<file path="src/rtl/dmem_port_arbiter_pkg.sv">
// Shared types and widths for the data-memory port arbiter.
// Optional stall counters are built only when DMEM_ARB_PERF_EN is defined.
package dmem_port_arbiter_pkg;

   localparam int DMEM_ADDR_W = 32;
   localparam int DMEM_DATA_W = 32;
   localparam int DMEM_PD_W   = 7;
   localparam int DMEM_ROB_W  = 5;
   localparam int DMEM_PERF_W = 32;

   typedef enum logic {
      IDLE    = 1'b0,
      LD_WAIT = 1'b1
   } dmem_arb_state_t;

   typedef struct packed {
      logic [DMEM_ADDR_W-1:0] addr;
      logic [DMEM_PD_W-1:0]   pd;
      logic [DMEM_ROB_W-1:0]  rob;
   } dmem_ld_req_t;

   typedef struct packed {
      logic [DMEM_ADDR_W-1:0] addr;
      logic [DMEM_DATA_W-1:0] data;
   } dmem_st_req_t;

   // Bits needed to hold a countdown from n-1 to 0 (never narrower than one bit).
   function automatic int unsigned cnt_width(input int unsigned n);
      return (n > 1) ? $clog2(n) : 1;
   endfunction

endpackage

</file>
<file path="src/rtl/dmem_port_arbiter_if.sv">
// Bundle of load/store request, memory bus, load response and perf signals.
// slave = the arbiter, master = requesters plus memory.
interface dmem_port_arbiter_if;
   import dmem_port_arbiter_pkg::*;

   logic                   ld_req_valid;
   logic                   ld_req_ready;
   logic [DMEM_ADDR_W-1:0] ld_req_addr;
   logic [DMEM_PD_W-1:0]   ld_req_pd;
   logic [DMEM_ROB_W-1:0]  ld_req_rob;

   logic                   st_req_valid;
   logic                   st_req_ready;
   logic [DMEM_ADDR_W-1:0] st_req_addr;
   logic [DMEM_DATA_W-1:0] st_req_data;
   logic                   st_urgent;

   logic                   flush;

   logic                   mem_en;
   logic                   mem_we;
   logic [DMEM_ADDR_W-1:0] mem_addr;
   logic [DMEM_DATA_W-1:0] mem_wdata;
   logic [DMEM_DATA_W-1:0] mem_rdata;

   logic                   ld_resp_valid;
   logic [DMEM_DATA_W-1:0] ld_resp_data;
   logic [DMEM_PD_W-1:0]   ld_resp_pd;
   logic [DMEM_ROB_W-1:0]  ld_resp_rob;

   logic [DMEM_PERF_W-1:0] perf_ld_stall;
   logic [DMEM_PERF_W-1:0] perf_st_stall;

   modport slave (
      input  ld_req_valid, ld_req_addr, ld_req_pd, ld_req_rob,
      input  st_req_valid, st_req_addr, st_req_data, st_urgent,
      input  flush, mem_rdata,
      output ld_req_ready, st_req_ready,
      output mem_en, mem_we, mem_addr, mem_wdata,
      output ld_resp_valid, ld_resp_data, ld_resp_pd, ld_resp_rob,
      output perf_ld_stall, perf_st_stall
   );

   modport master (
      output ld_req_valid, ld_req_addr, ld_req_pd, ld_req_rob,
      output st_req_valid, st_req_addr, st_req_data, st_urgent,
      output flush, mem_rdata,
      input  ld_req_ready, st_req_ready,
      input  mem_en, mem_we, mem_addr, mem_wdata,
      input  ld_resp_valid, ld_resp_data, ld_resp_pd, ld_resp_rob,
      input  perf_ld_stall, perf_st_stall
   );

endinterface

</file>
<file path="src/rtl/dmem_port_arbiter_perf_ctr.sv">
// Free-running wrapping stall counters for the load and store request ports.
// Instantiated by dmem_port_arbiter only when DMEM_ARB_PERF_EN is defined.
module dmem_arb_perf_ctr
   import dmem_port_arbiter_pkg::*;
(
   input  logic                   clk,
   input  logic                   reset,
   input  logic                   ld_stall_i,
   input  logic                   st_stall_i,
   output logic [DMEM_PERF_W-1:0] ld_stall_cnt_o,
   output logic [DMEM_PERF_W-1:0] st_stall_cnt_o
);

   logic [DMEM_PERF_W-1:0] ld_cnt_q, ld_cnt_d;
   logic [DMEM_PERF_W-1:0] st_cnt_q, st_cnt_d;

   assign ld_cnt_d = ld_stall_i ? ld_cnt_q + DMEM_PERF_W'(1) : ld_cnt_q;
   assign st_cnt_d = st_stall_i ? st_cnt_q + DMEM_PERF_W'(1) : st_cnt_q;

   always_ff @(posedge clk or negedge reset) begin
      if (!reset) begin
         ld_cnt_q <= '0;
         st_cnt_q <= '0;
      end else begin
         ld_cnt_q <= ld_cnt_d;
         st_cnt_q <= st_cnt_d;
      end
   end

   assign ld_stall_cnt_o = ld_cnt_q;
   assign st_stall_cnt_o = st_cnt_q;

endmodule

</file>
<file path="src/rtl/dmem_port_arbiter.sv">
// Shares the single-ported data memory between issued loads and retired-store commits,
// tracks read latency and returns tagged load data. Stall counters under DMEM_ARB_PERF_EN.
module dmem_port_arbiter
   import dmem_port_arbiter_pkg::*;
#(
   parameter int MEM_LAT       = 2,
   parameter int MAX_LD_STREAK = 4,
   parameter int STREAK_W      = 3
) (
   input  logic                 clk,
   input  logic                 reset,
   dmem_port_arbiter_if.slave   bus
);

   localparam int LAT_W = cnt_width(MEM_LAT);
   localparam logic [LAT_W-1:0]    LAT_INIT   = LAT_W'(MEM_LAT - 1);
   localparam logic [STREAK_W-1:0] STREAK_MAX = STREAK_W'(MAX_LD_STREAK);

   dmem_arb_state_t       state_q, state_d;
   logic [LAT_W-1:0]      lat_cnt_q, lat_cnt_d;
   logic [STREAK_W-1:0]   streak_q, streak_d;
   logic                  killed_q, killed_d;
   logic [DMEM_PD_W-1:0]  pd_q, pd_d;
   logic [DMEM_ROB_W-1:0] rob_q, rob_d;

   dmem_ld_req_t ld_req;
   dmem_st_req_t st_req;
   logic         port_live;
   logic         ld_eligible;
   logic         ld_grant;
   logic         st_grant;
   logic         resp_fire;

   assign ld_req = '{addr: bus.ld_req_addr, pd: bus.ld_req_pd, rob: bus.ld_req_rob};
   assign st_req = '{addr: bus.st_req_addr, data: bus.st_req_data};

   // Gating with reset keeps every output at 0 while reset is held, even mid-cycle.
   assign port_live   = (state_q == IDLE) && reset;
   assign ld_eligible = bus.ld_req_valid && !bus.flush;

   // NOTE: every signal written here gets a default first, so no latch is inferred.
   always_comb begin
      state_d   = state_q;
      lat_cnt_d = lat_cnt_q;
      streak_d  = streak_q;
      killed_d  = killed_q;
      pd_d      = pd_q;
      rob_d     = rob_q;
      st_grant  = 1'b0;
      ld_grant  = 1'b0;
      resp_fire = 1'b0;

      case (state_q)
         IDLE: begin
            st_grant = port_live && bus.st_req_valid &&
                       (bus.st_urgent || !ld_eligible || (streak_q >= STREAK_MAX));
            ld_grant = port_live && ld_eligible && !st_grant;
            if (ld_grant) begin
               state_d   = LD_WAIT;
               lat_cnt_d = LAT_INIT;
               pd_d      = ld_req.pd;
               rob_d     = ld_req.rob;
            end
         end
         LD_WAIT: begin
            if (lat_cnt_q == '0) begin
               // The read always runs to completion; a flush only hides its response.
               resp_fire = reset && !killed_q && !bus.flush;
               state_d   = IDLE;
               killed_d  = 1'b0;
            end else begin
               lat_cnt_d = lat_cnt_q - LAT_W'(1);
               if (bus.flush) killed_d = 1'b1;
            end
         end
         default: state_d = IDLE;
      endcase

      if (!bus.st_req_valid || st_grant) begin
         streak_d = '0;
      end else if (ld_grant && (streak_q < STREAK_MAX)) begin
         streak_d = streak_q + STREAK_W'(1);
      end
   end

   // NOTE: sequential state is updated with non-blocking assignments only.
   always_ff @(posedge clk or negedge reset) begin
      if (!reset) begin
         state_q   <= IDLE;
         lat_cnt_q <= '0;
         streak_q  <= '0;
         killed_q  <= 1'b0;
         pd_q      <= '0;
         rob_q     <= '0;
      end else begin
         state_q   <= state_d;
         lat_cnt_q <= lat_cnt_d;
         streak_q  <= streak_d;
         killed_q  <= killed_d;
         pd_q      <= pd_d;
         rob_q     <= rob_d;
      end
   end

   assign bus.ld_req_ready = ld_grant;
   assign bus.st_req_ready = st_grant;

   assign bus.mem_en    = ld_grant || st_grant;
   assign bus.mem_we    = st_grant;
   assign bus.mem_addr  = st_grant ? st_req.addr :
                          ld_grant ? ld_req.addr : '0;
   assign bus.mem_wdata = st_grant ? st_req.data : '0;

   assign bus.ld_resp_valid = resp_fire;
   assign bus.ld_resp_data  = resp_fire ? bus.mem_rdata : '0;
   assign bus.ld_resp_pd    = resp_fire ? pd_q : '0;
   assign bus.ld_resp_rob   = resp_fire ? rob_q : '0;

`ifdef DMEM_ARB_PERF_EN
   logic [DMEM_PERF_W-1:0] ld_stall_cnt;
   logic [DMEM_PERF_W-1:0] st_stall_cnt;

   dmem_arb_perf_ctr u_perf (
      .clk            (clk),
      .reset          (reset),
      .ld_stall_i     (bus.ld_req_valid && !ld_grant),
      .st_stall_i     (bus.st_req_valid && !st_grant),
      .ld_stall_cnt_o (ld_stall_cnt),
      .st_stall_cnt_o (st_stall_cnt)
   );

   assign bus.perf_ld_stall = ld_stall_cnt;
   assign bus.perf_st_stall = st_stall_cnt;
`else
   assign bus.perf_ld_stall = '0;
   assign bus.perf_st_stall = '0;
`endif

endmodule

</file>
<file path="src/flat_wrapper.sv">
// flat-port wrapper written by rule: the top's interface ports become plain ports
module dmem_port_arbiter_flat import dmem_port_arbiter_pkg::*;
#(
   parameter int MEM_LAT       = 2,
   parameter int MAX_LD_STREAK = 4,
   parameter int STREAK_W      = 3
)
  (clk, reset, bus_ld_req_valid, bus_ld_req_addr, bus_ld_req_pd, bus_ld_req_rob, bus_st_req_valid, bus_st_req_addr, bus_st_req_data, bus_st_urgent, bus_flush, bus_mem_rdata, bus_ld_req_ready, bus_st_req_ready, bus_mem_en, bus_mem_we, bus_mem_addr, bus_mem_wdata, bus_ld_resp_valid, bus_ld_resp_data, bus_ld_resp_pd, bus_ld_resp_rob, bus_perf_ld_stall, bus_perf_st_stall);
  dmem_port_arbiter_if bus_i ();
  input  logic clk;
  input  logic reset;
  input wire logic [$bits(bus_i.ld_req_valid)-1:0] bus_ld_req_valid;
  input wire logic [$bits(bus_i.ld_req_addr)-1:0] bus_ld_req_addr;
  input wire logic [$bits(bus_i.ld_req_pd)-1:0] bus_ld_req_pd;
  input wire logic [$bits(bus_i.ld_req_rob)-1:0] bus_ld_req_rob;
  input wire logic [$bits(bus_i.st_req_valid)-1:0] bus_st_req_valid;
  input wire logic [$bits(bus_i.st_req_addr)-1:0] bus_st_req_addr;
  input wire logic [$bits(bus_i.st_req_data)-1:0] bus_st_req_data;
  input wire logic [$bits(bus_i.st_urgent)-1:0] bus_st_urgent;
  input wire logic [$bits(bus_i.flush)-1:0] bus_flush;
  input wire logic [$bits(bus_i.mem_rdata)-1:0] bus_mem_rdata;
  output wire logic [$bits(bus_i.ld_req_ready)-1:0] bus_ld_req_ready;
  output wire logic [$bits(bus_i.st_req_ready)-1:0] bus_st_req_ready;
  output wire logic [$bits(bus_i.mem_en)-1:0] bus_mem_en;
  output wire logic [$bits(bus_i.mem_we)-1:0] bus_mem_we;
  output wire logic [$bits(bus_i.mem_addr)-1:0] bus_mem_addr;
  output wire logic [$bits(bus_i.mem_wdata)-1:0] bus_mem_wdata;
  output wire logic [$bits(bus_i.ld_resp_valid)-1:0] bus_ld_resp_valid;
  output wire logic [$bits(bus_i.ld_resp_data)-1:0] bus_ld_resp_data;
  output wire logic [$bits(bus_i.ld_resp_pd)-1:0] bus_ld_resp_pd;
  output wire logic [$bits(bus_i.ld_resp_rob)-1:0] bus_ld_resp_rob;
  output wire logic [$bits(bus_i.perf_ld_stall)-1:0] bus_perf_ld_stall;
  output wire logic [$bits(bus_i.perf_st_stall)-1:0] bus_perf_st_stall;
  assign bus_i.ld_req_valid = bus_ld_req_valid;
  assign bus_i.ld_req_addr = bus_ld_req_addr;
  assign bus_i.ld_req_pd = bus_ld_req_pd;
  assign bus_i.ld_req_rob = bus_ld_req_rob;
  assign bus_i.st_req_valid = bus_st_req_valid;
  assign bus_i.st_req_addr = bus_st_req_addr;
  assign bus_i.st_req_data = bus_st_req_data;
  assign bus_i.st_urgent = bus_st_urgent;
  assign bus_i.flush = bus_flush;
  assign bus_i.mem_rdata = bus_mem_rdata;
  assign bus_ld_req_ready = bus_i.ld_req_ready;
  assign bus_st_req_ready = bus_i.st_req_ready;
  assign bus_mem_en = bus_i.mem_en;
  assign bus_mem_we = bus_i.mem_we;
  assign bus_mem_addr = bus_i.mem_addr;
  assign bus_mem_wdata = bus_i.mem_wdata;
  assign bus_ld_resp_valid = bus_i.ld_resp_valid;
  assign bus_ld_resp_data = bus_i.ld_resp_data;
  assign bus_ld_resp_pd = bus_i.ld_resp_pd;
  assign bus_ld_resp_rob = bus_i.ld_resp_rob;
  assign bus_perf_ld_stall = bus_i.perf_ld_stall;
  assign bus_perf_st_stall = bus_i.perf_st_stall;
  dmem_port_arbiter #(.MEM_LAT(MEM_LAT), .MAX_LD_STREAK(MAX_LD_STREAK), .STREAK_W(STREAK_W)) u_core (.clk(clk), .reset(reset), .bus(bus_i));
endmodule
</file>
<file path="config.mk">
export PLATFORM = sky130hd
export DESIGN_NAME = dmem_port_arbiter_flat
export DESIGN_NICKNAME = d
export VERILOG_FILES = /design/src/rtl/dmem_port_arbiter_pkg.sv /design/src/rtl/dmem_port_arbiter_if.sv /design/src/rtl/dmem_port_arbiter_perf_ctr.sv /design/src/rtl/dmem_port_arbiter.sv /design/src/flat_wrapper.sv
export SDC_FILE = /design/constraint.sdc
export NUM_CORES = 1
export LEC_CHECK = 0
export ABC_AREA = 1
export CORE_AREA = 10 10 118 120
export DETAILED_ROUTE_END_ITERATION = 10
export DIE_AREA = 0 0 128 130
export DONT_BUFFER_PORTS = 1
export PLACE_DENSITY = 0.35
export SLEW_MARGIN = 20
export SYNTH_ARGS = -nofsm -noshare
export SYNTH_HDL_FRONTEND = slang
export SYNTH_SLANG_ARGS = --single-unit
export TNS_END_PERCENT = 20
</file>
<file path="constraint.sdc">
create_clock -name clk -period 1.6 [get_ports clk]
set_input_delay 0.24 -clock clk [delete_from_list [all_inputs] [get_ports clk]]
set_output_delay 0.24 -clock clk [all_outputs]
set_load 0.03 [all_outputs]
</file>
==> summary.md, run 1 <==
| Metric | Value |
|---|---|
| Crit start category | `register` |
| Most used DFF post-synth | `dfrtp_1` |
| Area growth from synthesis to layout | `67.5%` |
| Die area | `about 17000 um2` |
| RR Startpoint | `u_core.streak_q[2]` |
| Fmax | `between 500 and 600 MHz` |
| FP Rows | `40` |
| Worst Min Path Start | `bus_ld_req_pd[3]` |
| Crit Path Max Fanout | `17` |
| Detailed Route WL | `between 10000 and 15000 um` |
| Sequential area share after synthesis | `between 10% and 20%` |
| Count leader, synth | `nand2_1` |
| Synth top area share | `between 20 and 25%` |
| Cell family with most CP delay | `simple AND/OR/NAND/NOR gates` |
| Minimum clock period | `1.79 ns` |
| RSZ-0062 raised after global routing | `true` |
| Clk sink count | `18` |
| Async set-or-reset flop fraction in the synthesized netlist | `100%` |
| Core Region | `between 10000 and 15000 um2` |
| Cells after synthesis | `around 420` |
| DP Worst Slack | `-0.0535 ns` |
| H-tree lvl count | `1` |
| Hold Vio Cnt, Final | `0` |
| Hold Crit Class | `input pin to register` |
| Final worst setup slack | `-0.188 ns` |
| DR vias/cell | `~3.8` |
| YS warnings | `0` |
| DRC viols | `0` |
| Initial Utilization | `around a fifth` |
| Slowest CP cell | `dfrtp_1` |
| WHS | `approximately 0.1 ns` |
| Detailed Routing Iterations Pass 1 | `4` |
| Distinct cell type count after synthesis | `18` |
| Worst Path Required | `1.36 ns` |
| Max_slew headroom | `between 40% and 50%` |
| Slew @ Worst Pin | `0.887 ns` |
| CTS tree | `done` |
| Slew Viols, Final | `0` |
| Reg2Reg Capture Point | `u_core.pd_q[2]` |
| First-pass GRT wire length | `15100 um` |
| Synthesized cell area | `around 2300 um2` |
| Die W | `128 um` |
| Grt ovf | `0` |
| CTS Buf Count | `3` |
| R2R depth | `8` |
| Layout Nets | `684` |
| Status | `complete, but fails checks` |
| Clk slew on worst S/H paths | `around 0.050 ns` |
| Post-synthesis register bit count | `18` |
| Endpoints failing setup | `around 110` |
| Drt wl/cell | `around 16 um` |
| CP cell instances | `nor2_1, nand2_1, nand2_4, nand2_8, inv_8, nand2_2, nand2_2, buf_12` |
| Cell accounting for the most synthesized area | `nand2_1` |
| Initial antenna violation count | `0` |
| P per Cell Area | `about 650 nW/um2` |
| HPWL Detailed | `~9600 um` |
| Gpl congestion | `0.717` |
| Worst Path Buf+Inv | `2` |
| Clock Tree Buf Depth | `2` |
| Hold path endpoint | `u_core.pd_q[3]` |
| Clock skew | `0.00337 ns` |
| Total GRT Usage | `approximately 11%` |
| Share of cells above drive strength 1 | `approximately a third` |
| Max Cap Viol | `0` |
| Root Buffer | `clkbuf_16` |
| Critical Path End Type | `primary output` |
| Hold depth | `2` |
| Post-synth EDFFs | `0` |
| P_leak | `around 2.3 nW` |
| Die Y | `roughly 130 um` |
| Commonest cells in the netlist | `141 x nand2_1, 82 x inv_1, 79 x nor2_1` |
| Vias in the first global route | `~2700` |
| Initial drt markers | `between 40 and 50` |
| Slowest stage delay, CP | `0.38 ns` |
| Vias post-DR | `2591` |
| Most frequent CP cell | `nand2_2` |
| CP Launch Point | `u_core.streak_q[2]` |
| Maximum VDD drop | `approximately 0.0003 V` |
| Clock Latency Late Sink | `roughly 0.25 ns` |
| Avg Inst Size Synth | `between 5 and 6 um2` |
| Period utilisation layout | `112%` |
| Port bufs | `0` |
| IO Pins | `around 320` |
| Synth top area cells | `nand2_1 23%, buf_4 21%, dfrtp_1 19%` |
| WS Path Type | `register to primary output` |
| Arrival @ worst endpoint | `~1.6 ns` |
| Failing checks | `setup timing` |
| Largest net degree at the start of global routing | `45` |
| R2r setup slk | `between 0.2 and 0.25 ns` |
| Routed Antenna Nets | `0` |
| Diodes inserted | `0` |
-- cell families after synthesis --
family	Yosys count	synth area share, %
buffers and inverters	166	39.5
adder cells (fa/ha/maj)	1	0.539
AO/OA/AOI/OAI	6	1.40
other	1	0.162
flip-flops	18	19.4
AND/OR/NAND/NOR	229	39.0
-- area by class of cell --
cell class                      instances  area (um2)
Sequential cell                        18         450
Fill cell                            1275        7830
Clock buffer                            4        88.8
Timing Repair inverter                  1        11.3
Tap cell                              147         184
Inverter                               86         343
Timing Repair Buffer                  127        1490
Multi-Input combinational cell        300        1320
-- flip-flops by register name (all words and copies together) (netlist names) --
| register | count |
|---|---|
| u_core.killed_q | 1 |
| u_core.lat_cnt_q | 1 |
| u_core.pd_q | 7 |
| u_core.rob_q | 5 |
| u_core.state_q | 1 |
| u_core.streak_q | 3 |
-- worst reg2reg max path: stages, from the launching register on --
cell and delay [ns]:
dfrtp_1 0.38, nor2_1 0.11, nand2_1 0.10, nand2_4 0.16, nand2_8 0.11, inv_8 0.14, buf_4 0.18, nand2_1 0.08
nand2_1 0.05
-- metal layers --
layer  share of wire (%)  wire, um  track usage, %
met5                   0         0               0
met4                0.54        61            2.65
met3                  18      2050            7.87
met2                  52      5880            20.7
met1                  29      3240            10.2
-- through the flow --
step	instance area [um2]	util, %	setup TNS (ns)	power (mW)	instances
finish	3880	33.2	-12.58	2.52	683
global route	3880	33.2	-22.76	2.70	683
global placement	3470	29.6	-0.0311	1.83	671
detailed placement	3470	29.6	-0.104	1.84	671
CTS	3730	31.8	-14.10	2.49	680
floorplan	2560	-	-0.0202	1.51	484
-- cells in the final DEF (no fill, tap or decap), types with 3 or more instances in the layout --
master,n
nand2_1,107
inv_1,81
buf_4,75
nor2_1,70
conb_1,64
nand2_2,33
buf_12,33
dfrtp_1,18
buf_6,14
nor2_2,8
clkbuf_16,4
inv_2,3
nand2_4,3
nor2_4,3
a21oi_1,3
-- where the power goes --
part	switching [mW]	internal, mW	total [mW]
Sequential	0.0573	0.560	0.617
Combinational	0.848	0.499	1.35
Clock	0.172	0.380	0.552
-- worst max-delay path by stage --
stage	to	slack [ns]	depth (start not counted)
2_1_floorplan	bus_mem_addr[23]	-0.003	8
3_3_place_gp	bus_mem_addr[18]	-0.03	8
3_5_place_dp	bus_mem_addr[18]	-0.05	8
4_1_cts	bus_ld_resp_data[13]	-0.19	7
5_1_grt	bus_mem_addr[30]	-0.27	8
6_report	bus_mem_addr[15]	-0.19	8
-- what timing repair did --
| item | in CTS | in global routing |
|---|---|---|
| hold buffers | 1 | 0 |
| cloned | 2 | 2 |
| hold endpoints to repair | 18 | 0 |
| gates resized for setup | 31 | 40 |
| setup buffers | 2 | 1 |
| pin swaps | 2 | 8 |
| endpoints found under the setup margin | 112 | 113 |
No activity file was read; power rests on OpenSTA's default activity.
==> run 2, diff against run 1 <==
--- a/config.mk
+++ b/config.mk
@@ -11,6 +11,8 @@
 export DIE_AREA = 0 0 128 130
 export DONT_BUFFER_PORTS = 1
 export PLACE_DENSITY = 0.35
+export REMOVE_ABC_BUFFERS = 1
+export SETUP_SLACK_MARGIN = 0.02
 export SLEW_MARGIN = 20
 export SYNTH_ARGS = -nofsm -noshare
 export SYNTH_HDL_FRONTEND = slang
==> summary.md, run 2 (synthesis gave the netlist of run 1 again) <==
| Metric | Value |
|---|---|
| Detailed Routing Iterations Pass 1 | `4` |
| Maximum VDD drop | `just under 0.0003 V` |
| Clk sink count | `18` |
| Critical Path End Type | `primary output` |
| Hold path endpoint | `u_core.rob_q[0]` |
| Clock Latency Late Sink | `between 0.2 and 0.3 ns` |
| FP Rows | `40` |
| P_leak | `~2.4 nW` |
| Biggest regs | `u_core.pd_q x7, u_core.rob_q x5, u_core.streak_q x3` |
| Die W | `about 130 um` |
| Area growth from synthesis to layout | `72.4%` |
| Minimum clock period | `1.83 ns` |
| Max Cap Viol | `0` |
| R2r setup slk | `roughly 0.10 ns` |
| Largest net degree at the start of global routing | `35` |
| Routed Antenna Nets | `0` |
| DRC viols | `0` |
| H-tree lvl count | `1` |
| Clock skew | `0.00136 ns` |
| Initial drt markers | `60` |
| CTS Buf Count | `3` |
| Hold Vio Cnt, Final | `0` |
| Initial Utilization | `about a fifth` |
| Root Buffer | `clkbuf_16` |
| Share of cells above drive strength 1 | `37.4%` |
| Die area | `16600 um2` |
| Detailed Route WL | `~11000 um` |
| Arrival @ worst endpoint | `approximately 1.6 ns` |
| Failing checks | `setup timing` |
| RR Startpoint | `u_core.state_q` |
| P per Cell Area | `between 600 and 700 nW/um2` |
| DR vias/cell | `3.80` |
| Finished Cell Area | `4000 um2` |
| Reg2Reg Capture Point | `u_core.pd_q[0]` |
| Layout Nets | `between 600 and 700` |
| Final Util | `34.2%` |
| Fmax | `roughly 550 MHz` |
| Total GRT Usage | `10.8%` |
| Vias in the first global route | `2800` |
| RSZ-0062 raised after global routing | `true` |
| Initial antenna violation count | `1` |
| Gpl congestion | `around 0.75` |
| Slew @ Worst Pin | `roughly 0.92 ns` |
| Most common cell after layout, fill and taps aside | `nand2_1` |
| Period utilisation layout | `114%` |
| R2R depth | `9` |
| Number of flip-flops in the largest register | `7` |
| Die Y | `approximately 130 um` |
| Placed cells | `between 600 and 700` |
| Drt wl/cell | `between 15 and 20 um` |
| Setup TNS Final | `-16.83 ns` |
| Worst Path Required | `between 1 and 1.5 ns` |
| Area after DPL | `3470 um2` |
| Diodes inserted | `0` |
| Grt ovf | `0` |
| HPWL Detailed | `around 8900 um` |
| Clk slew on worst S/H paths | `~0.050 ns` |
| Crit Path Max Fanout | `5` |
| Biggest register | `u_core.pd_q` |
| Hold Crit Class | `input pin to register` |
| CTS tree | `done` |
| Final worst setup slack | `-0.226 ns` |
| Hold depth | `2` |
| Most frequent cells in the layout | `93 x nand2_1, 82 x inv_1, 74 x buf_4` |
| Endpoints failing setup | `113` |
| Max_slew headroom | `38.7%` |
| WS Path Type | `register to primary output` |
| Port bufs | `0` |
| Crit start category | `register` |
| Slew Viols, Final | `0` |
| Clock Tree Buf Depth | `2` |
| Power Total | `2.53 mW` |
| Status | `complete, but fails checks` |
| Worst Min Path Start | `bus_ld_req_rob[0]` |
| First-pass GRT wire length | `14600 um` |
| Vias post-DR | `2602` |
| IO Pins | `around 320` |
| Core Region | `11700 um2` |
| Fin cells | `between 600 and 700` |
run 2: cell types whose count changed in the layout (fill, tap and decap cells not counted), sizes merged:
| cell | previous run | this run |
|---|---|---|
| clkbuf | 5 | 4 |
| clkinv | 0 | 1 |
| inv | 87 | 88 |
| buf | 125 | 126 |
run 2: per-layer routing:
| metal | up-vias | part of all wire [%] | track usage, % |
|---|---|---|---|
| met2 | 176 | 54 | 20.6 |
| met1 | 1135 | 30 | 9.27 |
| met3 | 4 | 16 | 7.51 |
| li1 | 1285 | - | - |
| met4 | 2 | 0.31 | 1.46 |
| met5 | - | 0.12 | 0 |
run 2: worst max-delay path by stage:
stage | endpoint | depth (start not counted) | from
after global routing | bus_mem_addr[9] | 9 | u_core.state_q
final | bus_mem_addr[17] | 9 | u_core.state_q
after detailed placement | bus_mem_addr[16] | 8 | u_core.state_q
after global placement | bus_mem_addr[17] | 8 | u_core.state_q
after floorplan | bus_ld_resp_data[0] | 5 | u_core.lat_cnt_q
after CTS | bus_mem_addr[29] | 10 | u_core.state_q
run 2: metrics by stage:
| stage | hold slack [ns] | setup slack (ns) |
|---|---|---|
| 3_5_place_dp | -0.0546 | -0.0467 |
| 5_1_grt | 0.104 | -0.337 |
| 4_1_cts | 0.0973 | -0.234 |
| 6_report | 0.102 | -0.226 |
| 3_3_place_gp | -0.0546 | -0.0251 |
| 2_1_floorplan | -0.0556 | -0.673 |
run 2: cell type report:
type / count / area (um2)
fillers: 1249 / 7710
repair buffers: 127 / 1480
multi-input cells: 300 / 1420
flip-flops and latches: 18 / 450
inverters: 86 / 343
well taps: 147 / 184
clock buffers: 4 / 88.8
repair inverters: 3 / 28.8
run 2: critical path, stage by stage, from the launching register on:
cell and delay (ns):
dfrtp_1 0.40, inv_2 0.08, nand2_4 0.06, nor2_4 0.12, nand2_4 0.11, nand2_8 0.18
clkinv_8 0.10, nand2_2 0.09, nand2_4 0.06, buf_12 0.13
run 2: report_power, final:
group	internal, mW	total (mW)	switching, mW
Combinational	0.496	1.36	0.868
Clock	0.380	0.556	0.175
Sequential	0.560	0.612	0.0524
Total	1.44	2.53	1.10
run 2: timing repair:
| action | CTS | global route |
|---|---|---|
| pin swaps | 11 | 8 |
| setup endpoints to repair | 113 | 113 |
| gates cloned | 2 | 3 |
| endpoints found under the hold margin | 18 | 0 |
| hold buffers | 1 | 0 |
| resized for setup | 57 | 45 |
| buffers inserted | 5 | 2 |
